**config.mk**
```make
export PLATFORM = sky130hd
export DESIGN_NAME = online_ccm_serial
export DESIGN_NICKNAME = d
export VERILOG_FILES = /design/src/rtl/online_pkg.sv /design/src/rtl/online_adder_serial.sv /design/src/rtl/online_ccm_serial.sv
export SDC_FILE = /design/constraint.sdc
export NUM_CORES = 1
export LEC_CHECK = 0
export CORE_MARGIN = 8
export CORE_UTILIZATION = 55
export DETAILED_ROUTE_END_ITERATION = 16
export PLACE_DENSITY = 0.77
export SLEW_MARGIN = 10
export SYNTH_ARGS = -nofsm -noshare
export SYNTH_HDL_FRONTEND = slang
export SYNTH_SLANG_ARGS = --single-unit
```
**constraint.sdc**
```tcl
create_clock -name clk -period 4 [get_ports clk]
set_clock_uncertainty 0.2 [all_clocks]
set_input_delay 0.6 -clock clk [delete_from_list [all_inputs] [get_ports clk]]
set_output_delay 0.6 -clock clk [all_outputs]
set_load 0.005 [all_outputs]
```
**src/rtl/online_pkg.sv**
```systemverilog
// Shared radix-2 signed-digit types and helpers for the online arithmetic blocks.
// A digit is {plus, minus}; 2'b11 is a legal but non-canonical zero.
package online_pkg;

    typedef logic [1:0] digit_t;

    localparam digit_t DIG_ZERO = 2'b00;
    localparam digit_t DIG_POS  = 2'b10;
    localparam digit_t DIG_NEG  = 2'b01;

    localparam int ONLINE_DELAY = 2;

    typedef enum logic [1:0] {
        S_IDLE,
        S_LOAD,
        S_FLUSH
    } ccm_state_e;

    function automatic digit_t dig_neg(input digit_t d);
        return {d[0], d[1]};
    endfunction

    function automatic logic signed [1:0] dig_val(input digit_t d);
        case (d)
            DIG_POS: return 2'sb01;
            DIG_NEG: return 2'sb11;
            default: return 2'sb00;
        endcase
    endfunction

    function automatic digit_t dig_enc(input logic signed [1:0] v);
        case (v)
            2'sb01:  return DIG_POS;
            2'sb11:  return DIG_NEG;
            default: return DIG_ZERO;
        endcase
    endfunction

endpackage

```
**src/rtl/online_adder_serial.sv**
```systemverilog
// Digit-serial radix-2 signed-digit online adder, online delay 2.
// Each step takes a_k, b_k and registers z_(k-2) on its output.
module online_adder_serial
    import online_pkg::*;
(
    input  logic   clk,
    input  logic   rst,
    input  logic   step,
    input  logic   clr,
    input  digit_t a,
    input  digit_t b,
    output digit_t z
);

    logic signed [2:0] p_q, p_d, p_cur;
    logic signed [1:0] w_q, w_d;
    digit_t            z_q, z_d;
    logic signed [1:0] va, vb, t, w, zs;

    always_comb begin
        va    = dig_val(a);
        vb    = dig_val(b);
        p_cur = {va[1], va} + {vb[1], vb};
        t     = 2'sb00;
        w     = 2'sb00;
        // split p_(k-1) = 2t + w, choosing w so it cannot collide with t_k
        case (p_q)
            3'b010: t = 2'sb01;
            3'b110: t = 2'sb11;
            3'b001: begin
                if (!p_cur[2]) begin
                    t = 2'sb01;
                    w = 2'sb11;
                end else begin
                    w = 2'sb01;
                end
            end
            3'b111: begin
                if (!p_cur[2]) begin
                    w = 2'sb11;
                end else begin
                    t = 2'sb11;
                    w = 2'sb01;
                end
            end
            default: ;
        endcase
        zs  = w_q + t;
        p_d = p_q;
        w_d = w_q;
        z_d = z_q;
        if (clr) begin
            p_d = '0;
            w_d = '0;
            z_d = DIG_ZERO;
        end else if (step) begin
            p_d = p_cur;
            w_d = w;
            z_d = dig_enc(zs);
        end
    end

    always_ff @(posedge clk or posedge rst) begin
        if (rst) begin
            p_q <= '0;
            w_q <= '0;
            z_q <= DIG_ZERO;
        end else begin
            p_q <= p_d;
            w_q <= w_d;
            z_q <= z_d;
        end
    end

    assign z = z_q;

endmodule

```
**src/rtl/online_ccm_serial.sv**
```systemverilog
// Online constant multiplier y = x*(1 +/- 2^-SHIFT) on MSD-first digit streams.
// Subtract mode exists only when ONLINE_CCM_SUB_EN is defined.
module online_ccm_serial
    import online_pkg::*;
#(
    parameter int DIGITS = 8,
    parameter int SHIFT  = 1
) (
    input  logic       clk,
    input  logic       rst,
    input  logic       in_valid,
    output logic       in_ready,
    input  logic [1:0] in_digit,
    input  logic       mode_sub,
    output logic       out_valid,
    output logic [1:0] out_digit,
    output logic       out_first,
    output logic       out_last
);

    localparam int M    = DIGITS + SHIFT;
    localparam int LAST = M + ONLINE_DELAY;
    localparam int CW   = $clog2(LAST + 1);

    ccm_state_e          state_q, state_d;
    logic [CW-1:0]       cnt_q, cnt_d, k;
    digit_t [SHIFT-1:0]  dl_q, dl_d;
    logic                emit_q, emit_d, first_q, first_d, last_q, last_d;
    logic                out_valid_q, out_valid_d;
    digit_t              out_digit_q, out_digit_d;
    logic                out_first_q, out_first_d, out_last_q, out_last_d;
    logic                beat, step, clr;
    digit_t              x_in, b_in, z;

    assign in_ready = (state_q != S_FLUSH);
    assign beat     = in_valid & in_ready;
    assign step     = beat | (state_q == S_FLUSH);
    assign k        = cnt_q + CW'(1);
    assign clr      = (state_q == S_IDLE) & ~beat;
    assign x_in     = (beat && in_digit != 2'b11) ? in_digit : DIG_ZERO;

`ifdef ONLINE_CCM_SUB_EN
    logic mode_q, mode_d;

    always_comb begin
        mode_d = mode_q;
        if (state_q == S_IDLE && beat) mode_d = mode_sub;
    end

    always_ff @(posedge clk or posedge rst) begin
        if (rst) mode_q <= 1'b0;
        else     mode_q <= mode_d;
    end

    assign b_in = mode_q ? dig_neg(dl_q[SHIFT-1]) : dl_q[SHIFT-1];
`else
    logic unused_mode;
    assign unused_mode = mode_sub;
    assign b_in        = dl_q[SHIFT-1];
`endif

    always_comb begin
        state_d = state_q;
        cnt_d   = cnt_q;
        unique case (state_q)
            S_IDLE: begin
                if (beat) begin
                    state_d = S_LOAD;
                    cnt_d   = CW'(1);
                end
            end
            S_LOAD: begin
                if (beat) begin
                    cnt_d = k;
                    if (k == CW'(DIGITS)) state_d = S_FLUSH;
                end
            end
            S_FLUSH: begin
                cnt_d = k;
                if (k == CW'(LAST)) begin
                    state_d = S_IDLE;
                    cnt_d   = '0;
                end
            end
            default: begin
                state_d = S_IDLE;
                cnt_d   = '0;
            end
        endcase
    end

    always_comb begin
        dl_d = dl_q;
        if (step) begin
            for (int i = SHIFT - 1; i > 0; i--) dl_d[i] = dl_q[i-1];
            dl_d[0] = x_in;
        end
    end

    // the adder holds z_(k-2) after step k; this stage tags it for the output register
    always_comb begin
        emit_d      = step && (k >= CW'(2));
        first_d     = step && (k == CW'(2));
        last_d      = step && (k == CW'(LAST));
        out_valid_d = emit_q;
        out_digit_d = emit_q ? z : DIG_ZERO;
        out_first_d = first_q;
        out_last_d  = last_q;
    end

    always_ff @(posedge clk or posedge rst) begin
        if (rst) begin
            state_q     <= S_IDLE;
            cnt_q       <= '0;
            dl_q        <= '0;
            emit_q      <= 1'b0;
            first_q     <= 1'b0;
            last_q      <= 1'b0;
            out_valid_q <= 1'b0;
            out_digit_q <= DIG_ZERO;
            out_first_q <= 1'b0;
            out_last_q  <= 1'b0;
        end else begin
            state_q     <= state_d;
            cnt_q       <= cnt_d;
            dl_q        <= dl_d;
            emit_q      <= emit_d;
            first_q     <= first_d;
            last_q      <= last_d;
            out_valid_q <= out_valid_d;
            out_digit_q <= out_digit_d;
            out_first_q <= out_first_d;
            out_last_q  <= out_last_d;
        end
    end

    online_adder_serial u_add (
        .clk  (clk),
        .rst  (rst),
        .step (step),
        .clr  (clr),
        .a    (x_in),
        .b    (b_in),
        .z    (z)
    );

    assign out_valid = out_valid_q;
    assign out_digit = out_digit_q;
    assign out_first = out_first_q;
    assign out_last  = out_last_q;

endmodule

```
==> qor.yml, run 1 <==
outcome: "completed"
cts_buffers: 3
hp-start: "last_q"
dr_total_vias: 916
final_cell_mix: "dfrtp_1, inv_1, nand2_1, clkdlybuf4s50_1"
htreeDepth: 1
multi_input_area_um2: 608
r2r_slack_ps: 700
cts_tree: "done"
routedWlPerCell_um: 13.8
crit_type: "in2reg"
worstPathMaxFanout: 3
hold_path.class: "reg2reg"
core_mm2: 0.00219
endpoint_kind: "flip-flop"
cp_slowest_cell: "clkdlybuf4s50_1"
synth_top_cell_by_area: "dfrtp_1"
start_kind: "input pin"
ios: 12
hold_violations: 0
maxSlewViolCount: 0
fill_cells: 166
drive_gt1_share_pct: 11.1
finalSetupViolations: 0
syn-num-nets: 138
synth_area_mm2: 0.00126
drc: 0
cts_resized: 0
vdd_drop_max_uv: 362
grtUsageTotal_pct: 11.8
grt_start_max_net_pins: 24
yosysWarnings: 0
r2r_start: "state_q[0]"
drt_first_pass_iters: 5
slowest_delay_ps: 490
post_cts_buffers: 0
final_util_pct: 64.7
via_per_inst: 5.62
drt_iter0_drc: 13
gp_congestion: 0.886
clk_latency_ps: 310
tightest_slew_ps: 852
place.detailed.hpwl_um: 1660
max_cap_violations: 0
seq_area_um2: 576
final_nets: 152
whs_path_depth: 0
avgSynthCellArea_um2: 10.3
ys_ff_latch: 23
grt_overflow: 0
final_common_cell: "dfrtp_1"
hold_buffers: 0
crit_chain: "clkdlybuf4s50_1 > inv_1 > nor4b_1 > ha_1 > inv_1 > ha_1 > inv_1 > fa_1 > nand2_1 > nand2_1 > a22o_1 > ha_1 > xnor2_1 > xnor2_1 > a32o_1"
period_needed_ps: 3530
cts_sinks: 23
power_density_mw_per_mm2: 552
rr_worst_depth: 14
seq_area_frac_synth_pct: 45.8
portBuffers: 10
die_area_mm2: 0.00407
grt_pass1_wl_um: 4000
die_h_um: 63.8
die_x_um: 63.8
synth_cells: 122
ys_types: 38
synth_top_area_share_pct: 45.8
worstPathArrival_ps: 3540
whs_endpoint: "out_last"
grt_pass1_vias: 943
crit-reg2reg-capture: "u_add.z[0]"
cp.required_ps: 4010
start_util_pct: 57.4
yosys-top-cells-area: "dfrtp_1, ha_1, inv_1"
rsz0062_at_grt: "no"
path_clk_slew_ps: 130
cts-root-buf: "clkbuf_4"
layout_setup_ws_ps: 468
ctsLongestPathBuffers: 2
antenna_cells: 0
fin_hold_ws_ps: 165
ant_nets: 0
p_leak_nw: 0.663
place_ws_ps: 177
finalSetupTns_ps: 0
period_share_pct: 88.3
core.rowCount: 17
fmax_mhz: 283
max_slew_margin_pct: 43.1
antenna_found_initial: 0
wirelength_um: 2260
synthToLayoutAreaGrowth_pct: 12.7
## where the power goes
part | internal, mW | switching [mW]
combinational | 0.153 | 0.151
sequential | 0.292 | 0.0785
clock | 0.0373 | 0.0712
total | 0.482 | 0.301
## synthesized netlist by cell type
library cell / count
ha_1: 8
fa_1: 2
and3_1: 2
nor3_1: 3
nand2_1: 10
and2_1: 2
a41o_1: 1
nand2_2: 1
a21oi_1: 6
o32ai_1: 2
inv_2: 1
nor2_1: 8
inv_1: 14
nand3b_1: 1
a31oi_1: 2
a211oi_2: 1
nor4b_1: 1
mux2i_1: 1
nor2_2: 1
buf_2: 2
xor2_1: 2
or3_1: 1
nand3_1: 3
o21ai_1: 2
a32o_1: 1
nor2b_4: 1
a22o_1: 5
o221a_1: 1
buf_4: 1
o21ai_0: 4
nand2b_1: 1
xnor2_2: 1
nor2b_1: 2
o41ai_2: 1
dfrtp_1: 23
xnor2_1: 2
o32ai_2: 1
or2_2: 1
## state kept, by name, summed over array words and instances (netlist names)
name and count:
emit_q 1, cnt_q 4, last_q 1, out_first 1
u_add.z 2, b_in 2, u_add.p_q 3, out_last 1
first_q 1, state_q 2, u_add.w_q 2, out_valid 1
out_digit 2
## worst max-delay path: cells and delay by family
family,cells,cell delay [ps]
adder cells (fa/ha/maj),4,1010
buffers and inverters,4,660
AO/OA/AOI/OAI,2,490
AND/OR/NAND/NOR,3,460
XOR/XNOR,2,310
## stage by stage
step	cell area, µm²	total power, mW	instances
global placement	1390	0.660	159
finish	1420	0.783	163
detailed placement	1390	0.681	159
CTS	1420	0.787	163
floorplan	1260	0.602	122
global route	1420	0.841	163
## worst max-delay path by stage
stage	from	to	slack, ps	depth (start not counted)
2_1_floorplan	in_valid	u_add.z[0]	800	14
3_3_place_gp	in_valid	u_add.z[0]	200	15
3_5_place_dp	in_valid	u_add.z[0]	180	15
4_1_cts	in_valid	u_add.z[0]	490	15
5_1_grt	in_valid	u_add.z[0]	300	15
6_report	in_valid	u_add.z[0]	470	15
## cells by family after synthesis
| logic type | synth area share (%) |
|---|---|
| simple gates | 15.6 |
| compound gates | 16.7 |
| flops | 45.8 |
| buf+inv | 5.87 |
| fa+ha+maj | 11.1 |
| xor+xnor | 4.08 |
| mux | 0.796 |
## routing by layer
metal	vias up	global-route usage (%)	part of all wire, %
met5	-	0	0
met4	0	5.29	2.0
met3	6	3.66	5.9
met2	19	18.7	46
met1	447	14.3	46
li1	444	-	-
## cell type report
class / instances / area share [%]
Timing Repair Buffer: 12 / 8.12
Sequential cell: 23 / 40.6
Tap cell: 28 / 2.47
Clock inverter: 1 / 0.353
Multi-Input combinational cell: 81 / 42.9
Clock buffer: 3 / 1.59
Inverter: 15 / 3.97
Note: power is estimated with default switching activity, not from simulation.
==> run 2: changes to the inputs <==
- CELL_PAD_IN_SITES_DETAIL_PLACEMENT: unset -> 1
- CELL_PAD_IN_SITES_GLOBAL_PLACEMENT: unset -> 1
- CORE_UTILIZATION: 55 -> 44
- PLACE_DENSITY: 0.77 -> unset
- PLACE_DENSITY_LB_ADDON: unset -> 0.1
==> qor.yml, run 2 (synthesis results as in run 1) <==
crit-reg2reg-capture: "u_add.z[0]"
cts_buffers: 3  # unchanged
crit_type: "in2reg"
fin_hold_ws_ps: 166  # +0.858 ps
power_density_mw_per_mm2: 559  # +1.1%
cts_sinks: 23  # unchanged
grt_start_max_net_pins: 24  # unchanged
die_x_um: 69.5  # +8.8%
ctsLongestPathBuffers: 2  # unchanged
drt_iter0_drc: 25  # +12
cts_resized: 0  # unchanged
hold_path.class: "reg2reg"
grt_pass1_wl_um: 4900  # +22%
antenna_cells: 0  # unchanged
finalSetupViolations: 0  # unchanged
ant_nets: 0  # unchanged
start_util_pct: 46.0  # -11 points
whs_endpoint: "out_last"
worstPathMaxFanout: 3  # unchanged
largest_reg_flops: 4  # unchanged
r2r_slack_ps: 620  # -80 ps
cp_top_family: "adder cells"
portBuffers: 10  # unchanged
hold_buffers: 0  # unchanged
synthToLayoutAreaGrowth_pct: 12.9
maxSlewViolCount: 0  # unchanged
grtUsageTotal_pct: 12.0  # +0.22 points
tightest_slew_ps: 906  # +54.1 ps
die_area_mm2: 0.00482  # +18%
cp_num_buf_inv: 4  # unchanged
final_common_cell: "dfrtp_1"
worstPathArrival_ps: 3590  # +50 ps
gp_congestion: 0.822  # -7.3%
fmax_mhz: 280  # -1.2%
drive_gt1_share_pct: 10.4  # -0.74 points
wirelength_um: 2640  # +17%
start_kind: "input pin"
cp.required_ps: 4020  # about the same
core_mm2: 0.00273  # +25%
whs_path_depth: 0  # unchanged
htreeDepth: 1  # unchanged
grt_pass1_vias: 1040  # +10%
vdd_drop_max_uv: 363  # +0.26%
final_cell_mix: "dfrtp_1, inv_1, nand2_1, clkdlybuf4s50_1"
final_nets: 152  # unchanged
rsz0062_at_grt: "no"
dr_total_vias: 928  # +1.3%
clk_latency_ps: 310  # about the same
largest-register: "cnt_q"
period_needed_ps: 3570  # +42.5 ps
antenna_found_initial: 0  # unchanged
finalSetupTns_ps: 0  # unchanged
max_slew_margin_pct: 39.5  # -3.6 points
outcome: "completed"
ios: 12  # unchanged
routedWlPerCell_um: 15.9  # +15%
place_ws_ps: 102  # -75.7 ps
via_per_inst: 5.59  # -0.52%
crit_chain: "clkdlybuf4s50_1 > inv_1 > nor4b_1 > ha_1 > inv_1 > ha_1 > inv_1 > fa_1 > nand2_1 > nand2_1 > a22o_1 > ha_1 > xnor2_1 > xnor2_1 > a32o_1"
grt_overflow: 0  # unchanged
reg_top3: "cnt_q: 4 flops, u_add.p_q: 3 flops"
die_h_um: 69.5  # +8.8%
core.rowCount: 19  # +2
endpoint_kind: "flip-flop"
hold_violations: 0  # unchanged
cts-root-buf: "clkbuf_4"
rr_worst_depth: 14  # unchanged
post_cts_buffers: 0  # unchanged
layout_setup_ws_ps: 425  # -42.5 ps
max_cap_violations: 0  # unchanged
p_leak_nw: 0.660  # -0.41%
place.detailed.hpwl_um: 2010  # +21%
drc: 0  # unchanged
path_clk_slew_ps: 130  # about the same
cp_slowest_cell: "clkdlybuf4s50_1"
period_share_pct: 89.4  # +1.1 points
drt_first_pass_iters: 4  # -1
cts_tree: "done"
hp-start: "last_q"
slowest_delay_ps: 470  # -20 ps
r2r_start: "state_q[1]"
## run 2: cell count changes in the layout (fill, tap and decap cells not counted), sizes merged
cell	before	now
clkbuf	3	4
clkinv	1	0
## run 2: through the flow
step	power, mW	instance area, µm²	utilization, %	cells
final	0.793	1420	51.9	166
after global routing	0.865	1420	51.9	166
after CTS	0.806	1420	51.9	166
after detailed placement	0.693	1390	51.0	162
after global placement	0.670	1390	51.0	162
after floorplan	0.602	1260	-	122
## run 2: layout make-up
| cell class | count | area [µm²] |
|---|---|---|
| inverters | 15 | 56.3 |
| multi-input cells | 81 | 608 |
| well taps | 31 | 38.8 |
| clock buffers | 4 | 26.3 |
| repair buffers | 12 | 115 |
| fillers | 319 | 1310 |
| flip-flops and latches | 23 | 576 |
## run 2: power by group
group          switching [mW]  leakage [nW]  internal [mW]  total [mW]
clock network          0.0702        0.0150         0.0389       0.109
registers              0.0800         0.294          0.292       0.372
logic                   0.159         0.351          0.153       0.312
total                   0.309         0.660          0.484       0.793
## run 2: worst register-to-register path, delay by kind of cell (launching register included)
kind                       cells  cell delay, ps
and+or+nand+nor                4             680
buffers and inverters          2             120
adders and majority gates      4            1040
xor gates and xnor gates       2             300
DFF                            1             490
AOI/OAI and AO/OA              2             490
## run 2: worst max path at each step
stage | from | end | depth (start not counted)
after floorplan | in_valid | u_add.z[0] | 14
after global routing | in_valid | u_add.z[0] | 15
after detailed placement | in_valid | u_add.z[0] | 15
after global placement | in_valid | u_add.z[0] | 15
after CTS | in_valid | u_add.z[0] | 15
final | in_valid | u_add.z[0] | 15
## run 2: metal layers
metal,up-vias,global-route usage (%),wire [µm]
met4,0,5.47,58
li1,446,-,-
met1,458,14.2,1200
met2,18,20.2,1280
met5,-,0,0
met3,6,2.58,109
